--- config.mk ---
export PLATFORM = sky130hd
export DESIGN_NAME = mrd_sink_wr
export DESIGN_NICKNAME = d
export VERILOG_FILES = /design/src/rtl/mrd_pkg.sv /design/src/rtl/mrd_bank_addr_gen.sv /design/src/rtl/mrd_sink_wr.sv
export SDC_FILE = /design/constraint.sdc
export NUM_CORES = 1
export LEC_CHECK = 0
export ABC_AREA = 0
export CORE_MARGIN = 5
export CORE_UTILIZATION = 32
export DETAILED_ROUTE_END_ITERATION = 7
export SETUP_SLACK_MARGIN = 0.05
export SLEW_MARGIN = 20
export SYNTH_ARGS = -nofsm -noshare
export SYNTH_HDL_FRONTEND = slang
export SYNTH_HIERARCHICAL = 1
export SYNTH_SLANG_ARGS = --single-unit
export TNS_END_PERCENT = 5
--- constraint.sdc ---
create_clock -name clk -period 6.8 [get_ports clk]
set_input_delay 1.36 -clock clk [delete_from_list [all_inputs] [get_ports clk]]
set_output_delay 1.36 -clock clk [all_outputs]
set_load 0.01 [all_outputs]
--- src/rtl/mrd_pkg.sv ---
// Shared definitions for the mixed-radix DFT input stage: the bank count, the
// sample type, the controller states and the size-index to point-count ROM.
package mrd_pkg;

   localparam int SAMPLE_W = 18;
   localparam int BANK_AW  = 8;
   localparam int NBANK    = 5;
   localparam int PTS_W    = 12;
   localparam int NSIZE    = 34;

   typedef logic signed [SAMPLE_W-1:0] sample_t;

   typedef enum logic [1:0] {
      ST_IDLE = 2'd0,
      ST_FILL = 2'd1,
      ST_WAIT = 2'd2
   } state_t;

   // Frame length for each size index: 12*M with M built from factors 2,3,5
   localparam logic [PTS_W-1:0] SIZE_ROM [0:NSIZE-1] = '{
      12'd12,   12'd24,   12'd36,   12'd48,   12'd60,
      12'd72,   12'd96,   12'd108,  12'd120,  12'd144,
      12'd180,  12'd192,  12'd216,  12'd240,  12'd288,
      12'd300,  12'd324,  12'd360,  12'd384,  12'd432,
      12'd480,  12'd540,  12'd576,  12'd600,  12'd648,
      12'd720,  12'd768,  12'd864,  12'd900,  12'd960,
      12'd972,  12'd1080, 12'd1152, 12'd1200
   };

   function automatic logic size_legal(input logic [5:0] idx);
      return (idx < 6'd34);
   endfunction

   // Illegal indices map to zero points; callers gate on size_legal
   function automatic logic [PTS_W-1:0] size_to_dftpts(input logic [5:0] idx);
      logic [PTS_W-1:0] pts;
      pts = 12'd0;
      if (idx < 6'd34) begin
         pts = SIZE_ROM[idx];
      end else begin
         pts = 12'd0;
      end
      return pts;
   endfunction

endpackage

--- src/rtl/mrd_bank_addr_gen.sv ---
// Bank / address counter pair: bank = n mod 5, address = n div 5.
// A clear together with an increment lands on sample 1 (bank 1, address 0),
// which is what a frame start that writes sample 0 in the same cycle needs.
module mrd_bank_addr_gen
   import mrd_pkg::*;
#(
   parameter int AW = BANK_AW
)(
   input  logic          clk,
   input  logic          rst,
   input  logic          i_clr,
   input  logic          i_inc,
   output logic [2:0]    o_bank,
   output logic [AW-1:0] o_addr
);

   logic [2:0]    r_bank;
   logic [AW-1:0] r_addr;

   // Step the bank 0..4 and advance the address each time the bank wraps
   always_ff @(posedge clk or posedge rst) begin
      if (rst) begin
         r_bank <= 3'd0;
         r_addr <= '0;
      end else if (i_clr) begin
         r_bank <= i_inc ? 3'd1 : 3'd0;
         r_addr <= '0;
      end else if (i_inc) begin
         if (r_bank == 3'(NBANK - 1)) begin
            r_bank <= 3'd0;
            r_addr <= r_addr + {{(AW-1){1'b0}}, 1'b1};
         end else begin
            r_bank <= r_bank + 3'd1;
         end
      end else begin
         r_bank <= r_bank;
         r_addr <= r_addr;
      end
   end

   assign o_bank = r_bank;
   assign o_addr = r_addr;

endmodule

--- src/rtl/mrd_sink_wr.sv ---
// Input stage of the mixed-radix DFT. Stores one streamed frame into the
// 5-bank data memory (sample n -> bank n mod 5, address n div 5), announces it
// with frame_rdy and refuses further input until the engine pulses proc_done.
// Optional framing check (sop/eop consistency, frm_err port): MRD_SINK_FRMCHK_EN.
module mrd_sink_wr
   import mrd_pkg::*;
#(
   parameter int DW = SAMPLE_W,
   parameter int AW = BANK_AW
)(
   input  logic          clk,
   input  logic          rst,
   input  logic          sink_valid,
   input  logic          sink_sop,
   input  logic          sink_eop,
   input  logic [DW-1:0] sink_real,
   input  logic [DW-1:0] sink_imag,
   input  logic [5:0]    sink_size,
   output logic          sink_ready,
   output logic          wr_en,
   output logic [2:0]    wr_bank,
   output logic [AW-1:0] wr_addr,
   output logic [DW-1:0] wr_real,
   output logic [DW-1:0] wr_imag,
   output logic          frame_rdy,
   output logic [11:0]   frame_dftpts,
   output logic [5:0]    frame_size,
   input  logic          proc_done
`ifdef MRD_SINK_FRMCHK_EN
   ,
   output logic          frm_err
`endif
);

   state_t        r_state;
   logic          r_sink_ready;
   logic          r_wr_en;
   logic [2:0]    r_wr_bank;
   logic [AW-1:0] r_wr_addr;
   logic [DW-1:0] r_wr_real;
   logic [DW-1:0] r_wr_imag;
   logic          r_frame_rdy;
   logic [11:0]   r_dftpts;
   logic [5:0]    r_size;
   logic [11:0]   r_n;

   state_t        w_next;
   logic          w_acc;
   logic          w_legal;
   logic [11:0]   w_pts;
   logic          w_last;
   logic          w_wr;
   logic          w_clr;
   logic          w_start;
   logic          w_done;
   logic [2:0]    w_gen_bank;
   logic [AW-1:0] w_gen_addr;
   logic [2:0]    w_wbank;
   logic [AW-1:0] w_waddr;

`ifdef MRD_SINK_FRMCHK_EN
   logic          r_frm_err;
   logic          w_err;
`else
   logic          w_unused_eop;
   assign w_unused_eop = sink_eop;
`endif

   assign w_acc   = sink_valid & r_sink_ready;
   assign w_legal = size_legal(sink_size);
   assign w_pts   = size_to_dftpts(sink_size);
   assign w_last  = (r_n == (r_dftpts - 12'd1));

   mrd_bank_addr_gen #(.AW(AW)) u_bank_addr (
      .clk    (clk),
      .rst    (rst),
      .i_clr  (w_clr),
      .i_inc  (w_wr),
      .o_bank (w_gen_bank),
      .o_addr (w_gen_addr)
   );

   // A write that also clears the counters is sample 0 of a new frame
   assign w_wbank = w_clr ? 3'd0 : w_gen_bank;
   assign w_waddr = w_clr ? '0   : w_gen_addr;

   // Decode the accepted sample against the current state
   always_comb begin
      w_next  = r_state;
      w_wr    = 1'b0;
      w_clr   = 1'b0;
      w_start = 1'b0;
      w_done  = 1'b0;
`ifdef MRD_SINK_FRMCHK_EN
      w_err   = 1'b0;
`endif
      case (r_state)
         ST_IDLE: begin
            w_clr = 1'b1;
`ifdef MRD_SINK_FRMCHK_EN
            // sop with eop would be a one-point frame, which no size allows
            if (w_acc && sink_sop && sink_eop) begin
               w_err = 1'b1;
            end else if (w_acc && sink_sop && w_legal) begin
               w_start = 1'b1;
               w_wr    = 1'b1;
               w_next  = ST_FILL;
            end else begin
               w_next  = ST_IDLE;
            end
`else
            if (w_acc && sink_sop && w_legal) begin
               w_start = 1'b1;
               w_wr    = 1'b1;
               w_next  = ST_FILL;
            end else begin
               w_next  = ST_IDLE;
            end
`endif
         end
         ST_FILL: begin
`ifdef MRD_SINK_FRMCHK_EN
            if (w_acc && sink_sop) begin
               // Mid-frame sop drops the partial frame and restarts at n=0
               w_err = 1'b1;
               w_clr = 1'b1;
               if (w_legal && !sink_eop) begin
                  w_start = 1'b1;
                  w_wr    = 1'b1;
               end else begin
                  w_next  = ST_IDLE;
               end
            end else if (w_acc && sink_eop && !w_last) begin
               w_err  = 1'b1;
               w_clr  = 1'b1;
               w_next = ST_IDLE;
            end else if (w_acc) begin
               w_wr = 1'b1;
               if (w_last) begin
                  w_done = 1'b1;
                  w_err  = !sink_eop;
                  w_next = ST_WAIT;
               end else begin
                  w_next = ST_FILL;
               end
            end else begin
               w_next = ST_FILL;
            end
`else
            if (w_acc) begin
               w_wr = 1'b1;
               if (w_last) begin
                  w_done = 1'b1;
                  w_next = ST_WAIT;
               end else begin
                  w_next = ST_FILL;
               end
            end else begin
               w_next = ST_FILL;
            end
`endif
         end
         ST_WAIT: begin
            w_clr = 1'b1;
            if (proc_done) begin
               w_next = ST_IDLE;
            end else begin
               w_next = ST_WAIT;
            end
         end
         default: begin
            w_clr  = 1'b1;
            w_next = ST_IDLE;
         end
      endcase
   end

   // Controller state, frame bookkeeping and registered write port
   always_ff @(posedge clk or posedge rst) begin
      if (rst) begin
         r_state      <= ST_IDLE;
         r_sink_ready <= 1'b1;
         r_wr_en      <= 1'b0;
         r_wr_bank    <= 3'd0;
         r_wr_addr    <= '0;
         r_wr_real    <= '0;
         r_wr_imag    <= '0;
         r_frame_rdy  <= 1'b0;
         r_dftpts     <= 12'd0;
         r_size       <= 6'd0;
         r_n          <= 12'd0;
`ifdef MRD_SINK_FRMCHK_EN
         r_frm_err    <= 1'b0;
`endif
      end else begin
         r_state      <= w_next;
         r_sink_ready <= (w_next != ST_WAIT);
         r_wr_en      <= w_wr;
         r_frame_rdy  <= w_done;
`ifdef MRD_SINK_FRMCHK_EN
         r_frm_err    <= w_err;
`endif
         if (w_wr) begin
            r_wr_bank <= w_wbank;
            r_wr_addr <= w_waddr;
            r_wr_real <= sink_real;
            r_wr_imag <= sink_imag;
         end else begin
            r_wr_bank <= r_wr_bank;
            r_wr_addr <= r_wr_addr;
            r_wr_real <= r_wr_real;
            r_wr_imag <= r_wr_imag;
         end
         if (w_start) begin
            r_dftpts <= w_pts;
            r_size   <= sink_size;
         end else begin
            r_dftpts <= r_dftpts;
            r_size   <= r_size;
         end
         if (w_clr) begin
            r_n <= w_wr ? 12'd1 : 12'd0;
         end else if (w_wr) begin
            r_n <= r_n + 12'd1;
         end else begin
            r_n <= r_n;
         end
      end
   end

   assign sink_ready   = r_sink_ready;
   assign wr_en        = r_wr_en;
   assign wr_bank      = r_wr_bank;
   assign wr_addr      = r_wr_addr;
   assign wr_real      = r_wr_real;
   assign wr_imag      = r_wr_imag;
   assign frame_rdy    = r_frame_rdy;
   assign frame_dftpts = r_dftpts;
   assign frame_size   = r_size;
`ifdef MRD_SINK_FRMCHK_EN
   assign frm_err      = r_frm_err;
`endif

endmodule

==> metrics.md <==
| Metric | Value |
|---|---|
| Most numerous cell in the Yosys netlist | `nand2_1` |
| Layout Utilization | `0.4368` |
| Number of flops mapped to enable cells by yosys | `0` |
| Crit path buffers/inverters | `4` |
| Ys async rst share | `1.000` |
| Initial Util | `0.3236` |
| Crit Path Category | `primary input to register` |
| Synth warn | `6` |
| Port Buffer Count | `111` |
| Worst-skew pair later-pin latency | `0.34 ns` |
| Startpoint Class | `primary input` |
| Hold endpoint | `wr_bank[0]$_DFFE_PP0P_` |
| Cell area power density | `351.2 nW/um^2` |
| Post-synthesis register bit count | `90` |
| WP data arrival | `4.96 ns` |
| Ports | `116` |
| Clock transition at path regs | `0.06 ns` |
| Status | `complete, no violations` |
| Clk sinks | `90` |
| Final WL | `11.36 mm` |
| CP Depth | `11` |
| Core area | `13770 sq um` |
| Die height | `128.0 um` |
| Synthesized area | `4457 sq um` |
| Setup slack after layout | `2.013 ns` |
| DIE AREA | `16390 sq um` |
| Vias in the first global route | `3700` |
| FF-to-FF setup slack | `3.46 ns` |
| Max Used Layer | `met4` |
| CTS tree | `built` |
| Post_cts resized | `0` |
| Max-cap viol count | `0` |
| GPL Wtd Cong | `0.8171` |
| Top_reg_cell synth | `dfrtp_1` |
| DRC viols | `0` |
| Simple-gate share of the synthesized area | `0.2541` |
| Post-synth top area cell | `dfrtp_1` |
| First-pass DRT Iterations | `4` |
| Layout cells sized above 1 | `0.05124` |
| Final Skew | `0.009370 ns` |
| Site row count | `43` |
| Filler cells | `1387` |
| Via count | `3815` |
| Adder-Cell Fraction of Synth Area | `0.02807` |
| Setup violators final | `0` |
| Max_slew headroom | `0.3911` |
| CTS buffer count | `9` |
| # Post-CTS Setup Buffers | `0` |
| Max incr delay on CP | `0.86 ns` |
| Met2 WL | `5.764 mm` |
| Final worst path period share | `0.7039` |
| Cell Chain, Critical Path | `clkdlybuf4s50_1, o41ai_1, and3_1, a21oi_4, buf_4, inv_2, buf_4, and3_1, nand4_1, xor2_1, nor2_1` |
| H-tree Lvls | `3` |
| Pre-CTS setup slack | `1.660 ns` |
| Synth unique cells | `60` |
| Critical Path Fanout Max | `56` |
| Starting DRT DRC Count | `170` |
| Bufs on Longest Clock Path | `2` |
| Leakage power | `2.722 nW` |
| Worst Setup End Kind | `register` |
| CP delay by family, top | `buffers and inverters` |
| Sequential cell area fraction in the yosys report | `0.5056` |
| Synth Area in Compound Gates | `0.1115` |
| Routed wl met3 | `354 um` |
| Top cell type's share of synthesized area | `0.4997` |
| Final Hold Fails | `0` |
| XOR/XNOR share of the synthesized area | `0.03930` |
| Metal1 wirelength | `5.050 mm` |
| Hold Crit Start | `wr_bank[0]$_DFFE_PP0P_` |
| Slew @ Worst Pin | `0.9124 ns` |
| Worst endpoint required time | `6.97 ns` |
| Slowest library cell on the worst path | `clkdlybuf4s50_1` |
| WHS Path Cells | `2` |
| Max Slew Vio Count | `0` |
| Initial antenna violation count | `0` |
| Gr ovfl total | `0` |
| Post-DRT Antenna Nets | `0` |
| Mapped Cells | `502` |
| Mapped Avg Cell Area | `8.878 sq um` |
| HPWL after DPL | `7.941 mm` |
| Tmin final | `4.787 ns` |
| Hold bufs inserted after CTS | `0` |
| CTS root buffer | `clkbuf_16` |
| Critical R2R Launch | `sink_ready$_DFF_PP1_` |
| Antenna cells | `0` |
| RSZ-0062 raised after global routing | `false` |
| First-pass GRT wire length | `18.66 mm` |
| Largest net degree at the start of global routing | `80` |
| HP Class | `register to register` |
| Largest family of logic cells by synthesized area | `simple AND/OR/NAND/NOR gates` |
| Synth cell count leaders | `nand2_1, dfrtp_1, nor2_1` |
| Area Growth Syn to Fin | `34.98%` |
| Synth area leaders | `dfrtp_1, nand2_1, ha_1` |
| Worst VDD drop | `0.1670 mV` |
| Die span in x | `128.0 um` |
| Post-synthesis mux area share | `0.01909` |
| Average wire per standard cell | `14.47 um` |
| R2R cell count | `10` |
| Max Freq | `0.2089 GHz` |
| GRT Util Overall | `0.1380` |
| Via/cell ratio | `4.860` |
| Final net count | `659` |
| Final TNS setup | `0 ns` |
| Worst flop-to-flop path endpoint | `r_n[11]$_DFFE_PP0P_` |
[state kept, by name, indices dropped and copies added, names as in the netlist]
register,count
wr_en,1
frame_dftpts,9
u_bank_addr/o_bank,3
u_bank_addr/o_addr,8
r_state,2
wr_bank,3
sink_ready,1
r_n,12
wr_imag,18
wr_real,18
wr_addr,8
frame_size,6
frame_rdy,1
[placed cells by master, fill, tap and decap left out, types with 3 or more instances in the layout]
cell type and count:
xor2_1 9, o21ai_0 19, o41ai_1 3, clkdlybuf4s50_1 111
or3_1 5, xnor2_1 11, or4_1 3, nor3_1 3
a21oi_1 23, dfrtp_1 89, nand4_1 7, nor2b_1 6
o31ai_1 4, conb_1 3, mux2i_1 4, clkbuf_16 9
inv_1 14, ha_1 10, a211oi_1 3, nand2b_1 3
nand2_1 160, o311a_1 3, nand3_1 20, nor2_1 29
[routing by layer]
layer	global-route usage	vias to the layer above
met5	0	-
met4	0.04432	0
met2	0.2348	71
met3	0.01542	12
li1	-	1888
met1	0.1842	1844
[area by class of cell]
class                   instances  area [sq um]  area share
inverters                      16         61.31     0.01019
flip-flops and latches         90          2253      0.3746
clock inverters                 5         62.56     0.01040
clock buffers                  10         239.0     0.03973
multi-input cells             370          2037      0.3386
well taps                     180         225.2     0.03744
repair buffers                114          1137      0.1891
[how the worst max path moves through the flow]
stage	startpoint	endpoint
floorplan	sink_size[4]	u_bank_addr/o_addr[7]$_DFFE_PP0P_
global placement	sink_size[3]	r_n[11]$_DFFE_PP0P_
detailed placement	sink_size[3]	r_n[11]$_DFFE_PP0P_
CTS	sink_size[3]	r_n[11]$_DFFE_PP0P_
global route	sink_size[3]	r_n[11]$_DFFE_PP0P_
finish	sink_size[3]	r_n[11]$_DFFE_PP0P_
[per-stage QoR]
step | hold WS, ns | instance area [sq um] | cells | total power, mW
3_3_place_gp | 0.4463 | 5710 | 770 | 1.610
5_1_grt | 0.4872 | 6016 | 785 | 2.257
3_5_place_dp | 0.4546 | 5710 | 770 | 1.629
6_report | 0.4641 | 6016 | 785 | 2.113
4_1_cts | 0.4690 | 6012 | 785 | 2.144
2_1_floorplan | 0.4242 | 4464 | 504 | 1.231
[power breakdown]
| part | internal, mW | switching (mW) |
|---|---|---|
| clock | 0.295 | 0.208 |
| combinational | 0.396 | 0.396 |
| sequential | 0.684 | 0.133 |
| total | 1.38 | 0.738 |
[kinds of logic (layout without fill, tap and decap cells)]
group | Yosys count | count (layout)
adders and majority gates | 10 | 10
muxes | 7 | 7
other | 1 | 3
AOI/OAI and AO/OA | 77 | 77
buffers and inverters | 44 | 145
DFF | 90 | 90
xor gates and xnor gates | 20 | 20
and+or+nand+nor | 253 | 253
[worst reg2reg max path: cells and delay by family, from the launching register on]
kind            cells  cell delay, ns
compound gates      1            0.03
xor+xnor            1            0.14
buf+inv             3            0.95
flops               1            0.55
simple gates        5            1.51
Note: power is estimated with default switching activity, not from simulation.
